### config.mk
export PLATFORM = sky130hd
export DESIGN_NAME = inf_send
export DESIGN_NICKNAME = d
export VERILOG_FILES = /design/src/rtl/inf_send.sv
export SDC_FILE = /design/constraint.sdc
export NUM_CORES = 1
export LEC_CHECK = 0
export BUFFER_PORTS_ARGS = -buffer_cell sky130_fd_sc_hd__buf_2
export CAP_MARGIN = 40
export CORE_ASPECT_RATIO = 0.5
export CORE_MARGIN = 5
export CORE_UTILIZATION = 35
export CTS_BUF_LIST = sky130_fd_sc_hd__clkbuf_4 sky130_fd_sc_hd__clkbuf_8
export DETAILED_ROUTE_END_ITERATION = 7
export GPL_ROUTABILITY_DRIVEN = 0
export SYNTH_ARGS = -nofsm -noshare
export SYNTH_HDL_FRONTEND = slang
export SYNTH_SLANG_ARGS = --single-unit
### constraint.sdc
create_clock -name sys_clk -period 4.8 [get_ports sys_clk]
set_input_delay 0.48 -clock sys_clk [delete_from_list [all_inputs] [get_ports sys_clk]]
set_output_delay 0.48 -clock sys_clk [all_outputs]
set_load 0.01 [all_outputs]
### src/rtl/inf_send.sv
// NEC infrared transmitter: leader, 32 LSB-first bits (addr, ~addr, data, ~data), stop mark,
// then a gap to the frame period; repeat codes follow while repeat_req is held.
module inf_send #(
  parameter int T_UNIT       = 28000,
  parameter int CARRIER_DIV  = 1316,
  parameter int CARRIER_HIGH = 438,
  parameter int FRAME_UNITS  = 196
) (
  input  logic       sys_clk,
  input  logic       sys_rst,
  input  logic       start,
  input  logic [7:0] addr,
  input  logic [7:0] data,
  input  logic       repeat_req,
  output logic       busy,
  output logic       done,
  output logic       inf_env,
  output logic       inf_out
);

  localparam int UW = (T_UNIT > 1) ? $clog2(T_UNIT) : 1;
  localparam int CW = (CARRIER_DIV > 1) ? $clog2(CARRIER_DIV) : 1;
  localparam logic [UW-1:0] C_UNIT_LAST  = UW'(T_UNIT - 1);
  localparam logic [CW-1:0] C_CAR_LAST   = CW'(CARRIER_DIV - 1);
  localparam logic [CW-1:0] C_CAR_HIGH   = CW'(CARRIER_HIGH);
  localparam logic [7:0]    C_FRAME_LAST = 8'(FRAME_UNITS - 1);

  typedef enum logic [3:0] {
    S_IDLE, S_LEAD_MARK, S_LEAD_SPACE, S_BIT_MARK, S_BIT_SPACE,
    S_STOP_MARK, S_REP_MARK, S_REP_SPACE, S_REP_STOP, S_GAP
  } state_t;

  state_t        r_state, w_nxt;
  logic [UW-1:0] r_unit_cnt;
  logic [CW-1:0] r_car_cnt, w_car_nxt;
  logic [4:0]    r_st_cnt, w_dur, r_bit_cnt;
  logic [7:0]    r_fr_cnt;
  logic [31:0]   r_shift;
  logic          w_wrap, w_st_end, w_nxt_mark, w_enter_mark, w_accept;

  always_comb begin
    w_wrap   = (r_unit_cnt == C_UNIT_LAST);
    w_accept = (r_state == S_IDLE) && start;
    case (r_state)
      S_LEAD_MARK, S_REP_MARK: w_dur = 5'd16;
      S_LEAD_SPACE:            w_dur = 5'd8;
      S_REP_SPACE:             w_dur = 5'd4;
      S_BIT_SPACE:             w_dur = r_shift[0] ? 5'd3 : 5'd1;
      default:                 w_dur = 5'd1;
    endcase
    w_st_end = w_wrap && (r_st_cnt == w_dur - 5'd1);

    w_nxt = r_state;
    case (r_state)
      S_IDLE:       if (start)    w_nxt = S_LEAD_MARK;
      S_LEAD_MARK:  if (w_st_end) w_nxt = S_LEAD_SPACE;
      S_LEAD_SPACE: if (w_st_end) w_nxt = S_BIT_MARK;
      S_BIT_MARK:   if (w_st_end) w_nxt = S_BIT_SPACE;
      S_BIT_SPACE:  if (w_st_end) w_nxt = (r_bit_cnt == 5'd31) ? S_STOP_MARK : S_BIT_MARK;
      S_STOP_MARK:  if (w_st_end) w_nxt = S_GAP;
      S_REP_MARK:   if (w_st_end) w_nxt = S_REP_SPACE;
      S_REP_SPACE:  if (w_st_end) w_nxt = S_REP_STOP;
      S_REP_STOP:   if (w_st_end) w_nxt = S_GAP;
      S_GAP: begin
        // The frame period is measured leader-to-leader, so the gap absorbs the remainder.
        if (w_wrap && (r_fr_cnt == C_FRAME_LAST))
          w_nxt = repeat_req ? S_REP_MARK : S_IDLE;
      end
      default:      w_nxt = S_IDLE;
    endcase

    w_nxt_mark   = (w_nxt == S_LEAD_MARK) || (w_nxt == S_BIT_MARK) || (w_nxt == S_STOP_MARK) ||
                   (w_nxt == S_REP_MARK)  || (w_nxt == S_REP_STOP);
    w_enter_mark = w_nxt_mark && (w_nxt != r_state);
    w_car_nxt    = (r_car_cnt == C_CAR_LAST) ? '0 : r_car_cnt + 1'b1;
  end

  always_ff @(posedge sys_clk or posedge sys_rst) begin
    if (sys_rst) begin
      r_state    <= S_IDLE;
      r_unit_cnt <= '0;
      r_car_cnt  <= '0;
      r_st_cnt   <= '0;
      r_bit_cnt  <= '0;
      r_fr_cnt   <= '0;
      r_shift    <= '0;
      busy       <= 1'b0;
      done       <= 1'b0;
      inf_env    <= 1'b0;
      inf_out    <= 1'b0;
    end else begin
      r_state <= w_nxt;
      busy    <= (w_nxt != S_IDLE);
      done    <= (r_state == S_GAP) && (w_nxt == S_IDLE);
      inf_env <= w_nxt_mark;
      // Every mark restarts the carrier so it opens on a high phase.
      inf_out   <= w_nxt_mark && (w_enter_mark ? (C_CAR_HIGH != '0) : (w_car_nxt < C_CAR_HIGH));
      r_car_cnt <= (w_nxt_mark && !w_enter_mark) ? w_car_nxt : '0;

      r_unit_cnt <= ((r_state == S_IDLE) || w_wrap) ? '0 : r_unit_cnt + 1'b1;
      if (w_nxt != r_state)
        r_st_cnt <= '0;
      else if (w_wrap)
        r_st_cnt <= r_st_cnt + 5'd1;

      if (w_enter_mark && ((w_nxt == S_LEAD_MARK) || (w_nxt == S_REP_MARK)))
        r_fr_cnt <= '0;
      else if ((r_state != S_IDLE) && w_wrap)
        r_fr_cnt <= r_fr_cnt + 8'd1;

      if (w_accept) begin
        r_shift   <= {~data, data, ~addr, addr};
        r_bit_cnt <= '0;
      end else if ((r_state == S_BIT_SPACE) && w_st_end) begin
        r_shift   <= {1'b0, r_shift[31:1]};
        r_bit_cnt <= r_bit_cnt + 5'd1;
      end
    end
  end

endmodule

==> out/qor.txt, run 1 <==
WL/cell: 13.3 µm
Overflow after GRT: 0
Post-CTS setup buffer count: 0
ANT cells: 0
Pwr dens: 242 nW/µm²
Largest net degree at the start of global routing: 52
Post-CTS sizing: 0
RR Endpoint: r_car_cnt[6]
Arr. time, crit path: 4.33 ns
Drt first-iter violations: 170
First-pass GRT wire length: 15500 µm
Starting Density: 35.6%
Core ar.: 12600 µm²
Post-Layout Inst Area: 4980 µm²
Fmax: 242 MHz
Status: completed
Clock sinks: 84
Count of state elements after synthesis: 84
Vias in the first global route: 3185
Period Utilization, post-route: 86.1%
Worst R2R Start: r_state[1]
Max VDD drop: 0.000153 V
Largest buffer count on any clock path: 2
Syn Inst Count: 472
Post-Syn Area per Cell: 9.51 µm²
DP HPWL: 6110 µm
Fraction of registers with async set/reset: 100%
Clk pin slew, worst setup/hold paths: 0.08 ns
Setup_tns: 0 ns
CTS tree: yes
Syn nets: 499
Residual DRC: 0
Final Core Density: 39.4%
Clock Latency Late Sink: 0.35 ns
Number of CTS-inserted buffers: 9
Number of enable flip-flop cells after synthesis: 0
Area after DPL: 4800 µm²
CP Max Fanout: 15
RSZ-0062 raised after global routing: no
Critical Setup Path Class: reg2reg
CP Launch Type: flop
Max_slew headroom: 48.5%
Std cell rows: 29
CP endpoint kind: flop
Clock Skews: 0.00917 ns
Final setup vio count: 0
Worst Tran Pin Value: 0.762 ns
Internal reg-to-reg setup slack: 0.67 ns
Area growth syn-to-layout: 10.8%
Mapped Area: 4490 µm²
Max H-tree Level: 3
Chip Height: 90.1 µm
R2r worst-path depth: 13
Layout cell share with drive strength beyond 1: 12.7%
Via count: 3327
Via density: 4.98
Max-slew violations: 0
PortBufs: 23
Hold Path Class: in2async
Leak Pwr: 2.11 nW
Die outline area: 15300 µm²
Initial antenna violation count: 0
Hold-fix buffers, CTS: 0
CTS Root Cell: clkbuf_8
DRT antenna net count: 0
Max_cap viols: 0
Final wirelength: 8890 µm
Boundary Pins: 24
Fin. Hold Viols: 0
Worst path required time: 5.00 ns
Die X: 170 µm
Distinct cells, synth: 59
Final min period: 4.13 ns
Register area share after synthesis: 46.8%
Layout Nets: 522
Pre-Repair DR Iteration Count: 5
Final Hold Slack: 0.168 ns
Total GRT Usage: 12.1%
Ys Warns: 0
Primary FF master, synth: dfrtp_1
## how the worst max path moves through the flow
stage	cells after the start	slack [ns]	end	startpoint
after floorplan	15	1.22	inf_out	r_state[3]
after global placement	13	0.78	r_car_cnt[6]	r_state[1]
after detailed placement	13	0.72	r_car_cnt[6]	r_state[1]
after CTS	13	0.69	r_car_cnt[6]	r_state[1]
after global routing	13	0.36	r_car_cnt[6]	r_state[1]
final	13	0.67	r_car_cnt[6]	r_state[1]
## cell usage in the layout, fill, tap and decap left out, drive strengths merged, types with 3 or more instances in the layout
| cell | Yosys | final |
|---|---|---|
| a211oi | 4 | 4 |
| a21oi | 10 | 10 |
| a31oi | 17 | 17 |
| and2 | 5 | 5 |
| and3 | 4 | 4 |
| buf | 6 | 32 |
| clkbuf | 14 | 11 |
| clkinv | 0 | 3 |
| dfrtp | 84 | 84 |
| ha | 7 | 7 |
| inv | 10 | 9 |
| mux2i | 18 | 18 |
| nand2 | 64 | 64 |
| nand2b | 6 | 6 |
| nand3 | 18 | 18 |
| nand4 | 11 | 11 |
| nor2 | 71 | 71 |
| nor2b | 4 | 4 |
| nor3 | 13 | 13 |
| nor4 | 5 | 5 |
| o21a | 3 | 3 |
| o21ai | 5 | 5 |
| o21bai | 16 | 16 |
| xnor2 | 22 | 22 |
| xor2 | 21 | 21 |
## routing by layer
metal | vias up | GRT usage (%) | part of all wire (%)
li1 | 1685 | - | -
met1 | 1573 | 17.3 | 52
met2 | 60 | 17.9 | 44
met3 | 9 | 2.98 | 3.3
met4 | 0 | 3.99 | 1.1
met5 | - | 0 | 0
## area by class of cell
type,count,area [µm²]
fill,1322,7650
multi-input combinational,358,2260
sequential,84,2100
tap,170,213
timing repair buffer,32,183
clock buffer,11,139
clock inverter,3,40.0
inverter,10,38.8
## cells in the mapped netlist (all sizes together) (2+ instances only)
library cell	count	area [µm²]
nand4b	2	17.5
or3	2	12.5
nor4	5	46.3
xnor2	22	200
clkbuf	14	52.6
a31oi	17	106
or2	2	12.5
nor2b	4	25.0
nand2	64	240
nor4bb	2	20.0
mux2i	18	180
nand4bb	2	22.5
nor3b	2	20.0
inv	10	37.5
and2	5	31.3
ha	7	87.6
a21oi	10	50.1
dfrtp	84	2100
o21a	3	22.5
nand4	11	68.8
o21bai	16	120
xor2	21	184
and3	4	25.0
a211oi	4	47.5
o32ai	2	17.5
buf	6	36.3
nand3	18	95.1
nand2b	6	37.5
o21ai	5	25.0
nor3	13	85.1
o31ai	2	15.0
nor2	71	267
## report_power, final
| part | switching, W | internal, W | total, W |
|---|---|---|---|
| Combinational | 0.0000155 | 0.00000600 | 0.0000215 |
| Clock | 0.000232 | 0.000245 | 0.000477 |
| Sequential | 0 | 0.000707 | 0.000707 |
| Total | 0.000247 | 0.000958 | 0.00121 |
## worst max-delay path: stages, from the launching register on
cell and delay, ns:
dfrtp_1 0.59, inv_1 0.22, xnor2_1 0.19, nor2_1 0.11, ha_1 0.26, nand4bb_1 0.16, a21oi_1 0.09, or4_1 0.57
a221oi_4 0.48, a211oi_2 0.16, a211oi_4 0.28, mux2i_1 0.17, xnor2_2 0.55, nor3_1 0.15
## cell families (layout without fill, tap and decap cells)
group	Yosys count	in the layout	synth area share (%)
xor+xnor	43	43	8.56
buf+inv	30	56	2.81
simple gates	218	218	23.9
fa+ha+maj	7	7	1.95
compound gates	72	72	11.9
mux	18	18	4.01
flops	84	84	46.8
## registers in the layout, summed over array words and instances (netlist names)
register    count
r_fr_cnt        8
r_st_cnt        5
inf_out         1
r_bit_cnt       5
r_shift        32
r_unit_cnt     15
r_car_cnt      11
done            1
r_state         4
busy            1
inf_env         1
## metrics by stage
stage               instances  total power, W  worst slack [ns]
floorplan                 472        0.000732              1.22
global placement          654        0.000744             0.781
detailed placement        654        0.000744             0.718
CTS                       668         0.00123             0.690
global route              668         0.00126             0.364
finish                    668         0.00121             0.669
Note: power is estimated with default switching activity, not from simulation.
==> inputs of run 2 (changes only) <==
Settings changed: PLACE_DENSITY set to 0.56.
==> out/qor.txt, run 2 (synthesis gave the netlist of run 1 again) <==
ANT cells: 0 (unchanged)
Die outline area: 15300 µm² (unchanged)
Number of CTS-inserted buffers: 9 (unchanged)
Die X: 170 µm (unchanged)
CP Launch Type: flop
CP Max Fanout: 13 (-2)
CTS tree: yes
Max-slew violations: 0 (unchanged)
Placed instance count: 658 (+0.61%)
Vias in the first global route: 3297 (+3.5%)
DRT antenna net count: 0 (unchanged)
Std cell rows: 29 (unchanged)
Fin. Hold Viols: 0 (unchanged)
R2r worst-path depth: 13 (unchanged)
Boundary Pins: 24 (unchanged)
Core ar.: 12600 µm² (unchanged)
DP HPWL: 6200 µm (+1.5%)
Starting Density: 35.6% (unchanged)
Power, Total: 0.00130 W (+7.5%)
Clock Latency Late Sink: 0.35 ns (about the same)
Fmax: 253 MHz (+4.7%)
Clk pin slew, worst setup/hold paths: 0.08 ns (about the same)
First-pass GRT wire length: 16300 µm (+5.4%)
Clock sinks: 84 (unchanged)
Biggest registers after layout: r_shift (32), r_unit_cnt (15), r_car_cnt (11)
Setup_tns: 0 ns (unchanged)
Overflow after GRT: 0 (unchanged)
Pre-Repair DR Iteration Count: 4 (-1)
Drt first-iter violations: 138 (-19%)
Max VDD drop: 0.000146 V (-4.6%)
Hold Path Class: in2async
Max_slew headroom: 45.7% (-2.9 points)
Residual DRC: 0 (unchanged)
Hold-fix buffers, CTS: 0 (unchanged)
Layout cell share with drive strength beyond 1: 13.7% (+1.0 points)
Post-CTS sizing: 0 (unchanged)
Area growth syn-to-layout: 12.5%
Max H-tree Level: 3 (unchanged)
Worst Tran Pin Value: 0.805 ns (+0.0427 ns)
Via count: 3351 (+0.72%)
Max FFs per register: 32 (unchanged)
Largest Register: r_shift
Via density: 4.97 (-0.18%)
Internal reg-to-reg setup slack: 0.85 ns (+0.19 ns)
Max_cap viols: 0 (unchanged)
Status: completed
Chip Height: 90.1 µm (unchanged)
CP endpoint kind: flop
Critical Setup Path Class: reg2reg
Clock Skews: 0.00979 ns (+0.000622 ns)
Final setup vio count: 0 (unchanged)
Pwr dens: 256 nW/µm² (+5.8%)
Final min period: 3.95 ns (-0.186 ns)
Most frequent cells in the layout: 84 x dfrtp_1, 71 x nor2_1, 64 x nand2_1, 23 x buf_2
Worst path required time: 5.01 ns (about the same)
RR Endpoint: r_car_cnt[3]
Largest buffer count on any clock path: 2 (unchanged)
Initial antenna violation count: 0 (unchanged)
Non-Filler Instances: 674 (+0.90%)
Most common cell after layout, fill and taps aside: dfrtp_1
Leak Pwr: 2.15 nW (+1.8%)
PortBufs: 23 (unchanged)
Arr. time, crit path: 4.15 ns (-0.18 ns)
Period Utilization, post-route: 82.2% (-3.9 points)
Layout Nets: 526 (+0.77%)
FILL cells: 1280 (-3.2%)
Total GRT Usage: 12.8% (+0.74 points)
Final wirelength: 9190 µm (+3.3%)
CTS Root Cell: clkbuf_8
Largest net degree at the start of global routing: 44 (-15%)
Worst R2R Start: r_state[2]
WL/cell: 13.6 µm (+2.4%)
Post-CTS setup buffer count: 0 (unchanged)
RSZ-0062 raised after global routing: no
==> run 2: cell count changes in the layout (fill, tap and decap cells not counted) <==
cell and change:
buf_4 +4, clkbuf_8 +1, clkinvlp_4 +1, bufinv_16 +1, clkinv_2 -1
==> run 2: area by class of cell <==
type	instances	area [µm²]	share of cell area, %
clock inverters	4	72.6	1.44
repair buffers	36	213	4.21
flip-flops and latches	84	2100	41.6
inverters	10	38.8	0.768
well taps	170	213	4.21
clock buffers	12	153	3.02
multi-input cells	358	2260	44.7
==> run 2: power by group <==
part | leakage (nW) | internal [W] | switching, W
logic | 1.15 | 0.00000603 | 0.0000156
registers | 0.889 | 0.000707 | 0
clock network | 0.113 | 0.000318 | 0.000248
==> run 2: worst max-delay path, stage by stage (launching register included) <==
cell	delay [ns]
dfrtp_1	0.43
nand2b_1	0.22
xnor2_1	0.16
nor2_1	0.10
ha_1	0.26
nand4bb_1	0.16
a21oi_1	0.08
or4_1	0.58
a221oi_4	0.50
a211oi_2	0.16
a211oi_4	0.27
mux2i_1	0.16
xnor2_2	0.58
nor3_1	0.14
==> run 2: worst max-delay path by stage <==
stage	start	end	slack (ns)	depth (start not counted)
after floorplan	r_state[3]	inf_out	1.22	15
after global placement	r_state[2]	r_car_cnt[3]	0.97	13
after detailed placement	r_state[2]	r_car_cnt[3]	0.86	13
after CTS	r_state[2]	r_car_cnt[3]	0.87	13
after global routing	r_state[2]	r_car_cnt[3]	0.54	13
final	r_state[2]	r_car_cnt[3]	0.85	13
==> run 2: layer usage <==
metal | GRT usage [%] | routed length [µm] | vias to the layer above | part of all wire (%)
met4 | 3.12 | 127 | 0 | 1.4
li1 | - | - | 1687 | -
met2 | 18.9 | 3950 | 60 | 43
met3 | 3.29 | 370 | 11 | 4.0
met1 | 18.8 | 4740 | 1593 | 52
met5 | 0 | 0 | - | 0
==> run 2: per-stage QoR <==
| stage | hold WS [ns] | setup WS, ns | util [%] | cell area (µm²) |
|---|---|---|---|---|
| after detailed placement | 0.475 | 0.860 | 38.2 | 4830 |
| final | 0.207 | 0.855 | 40.0 | 5050 |
| after global routing | 0.267 | 0.535 | 40.0 | 5050 |
| after CTS | 0.230 | 0.865 | 40.0 | 5050 |
| after floorplan | 0.448 | 1.22 | - | 4490 |
| after global placement | 0.470 | 0.975 | 38.2 | 4830 |
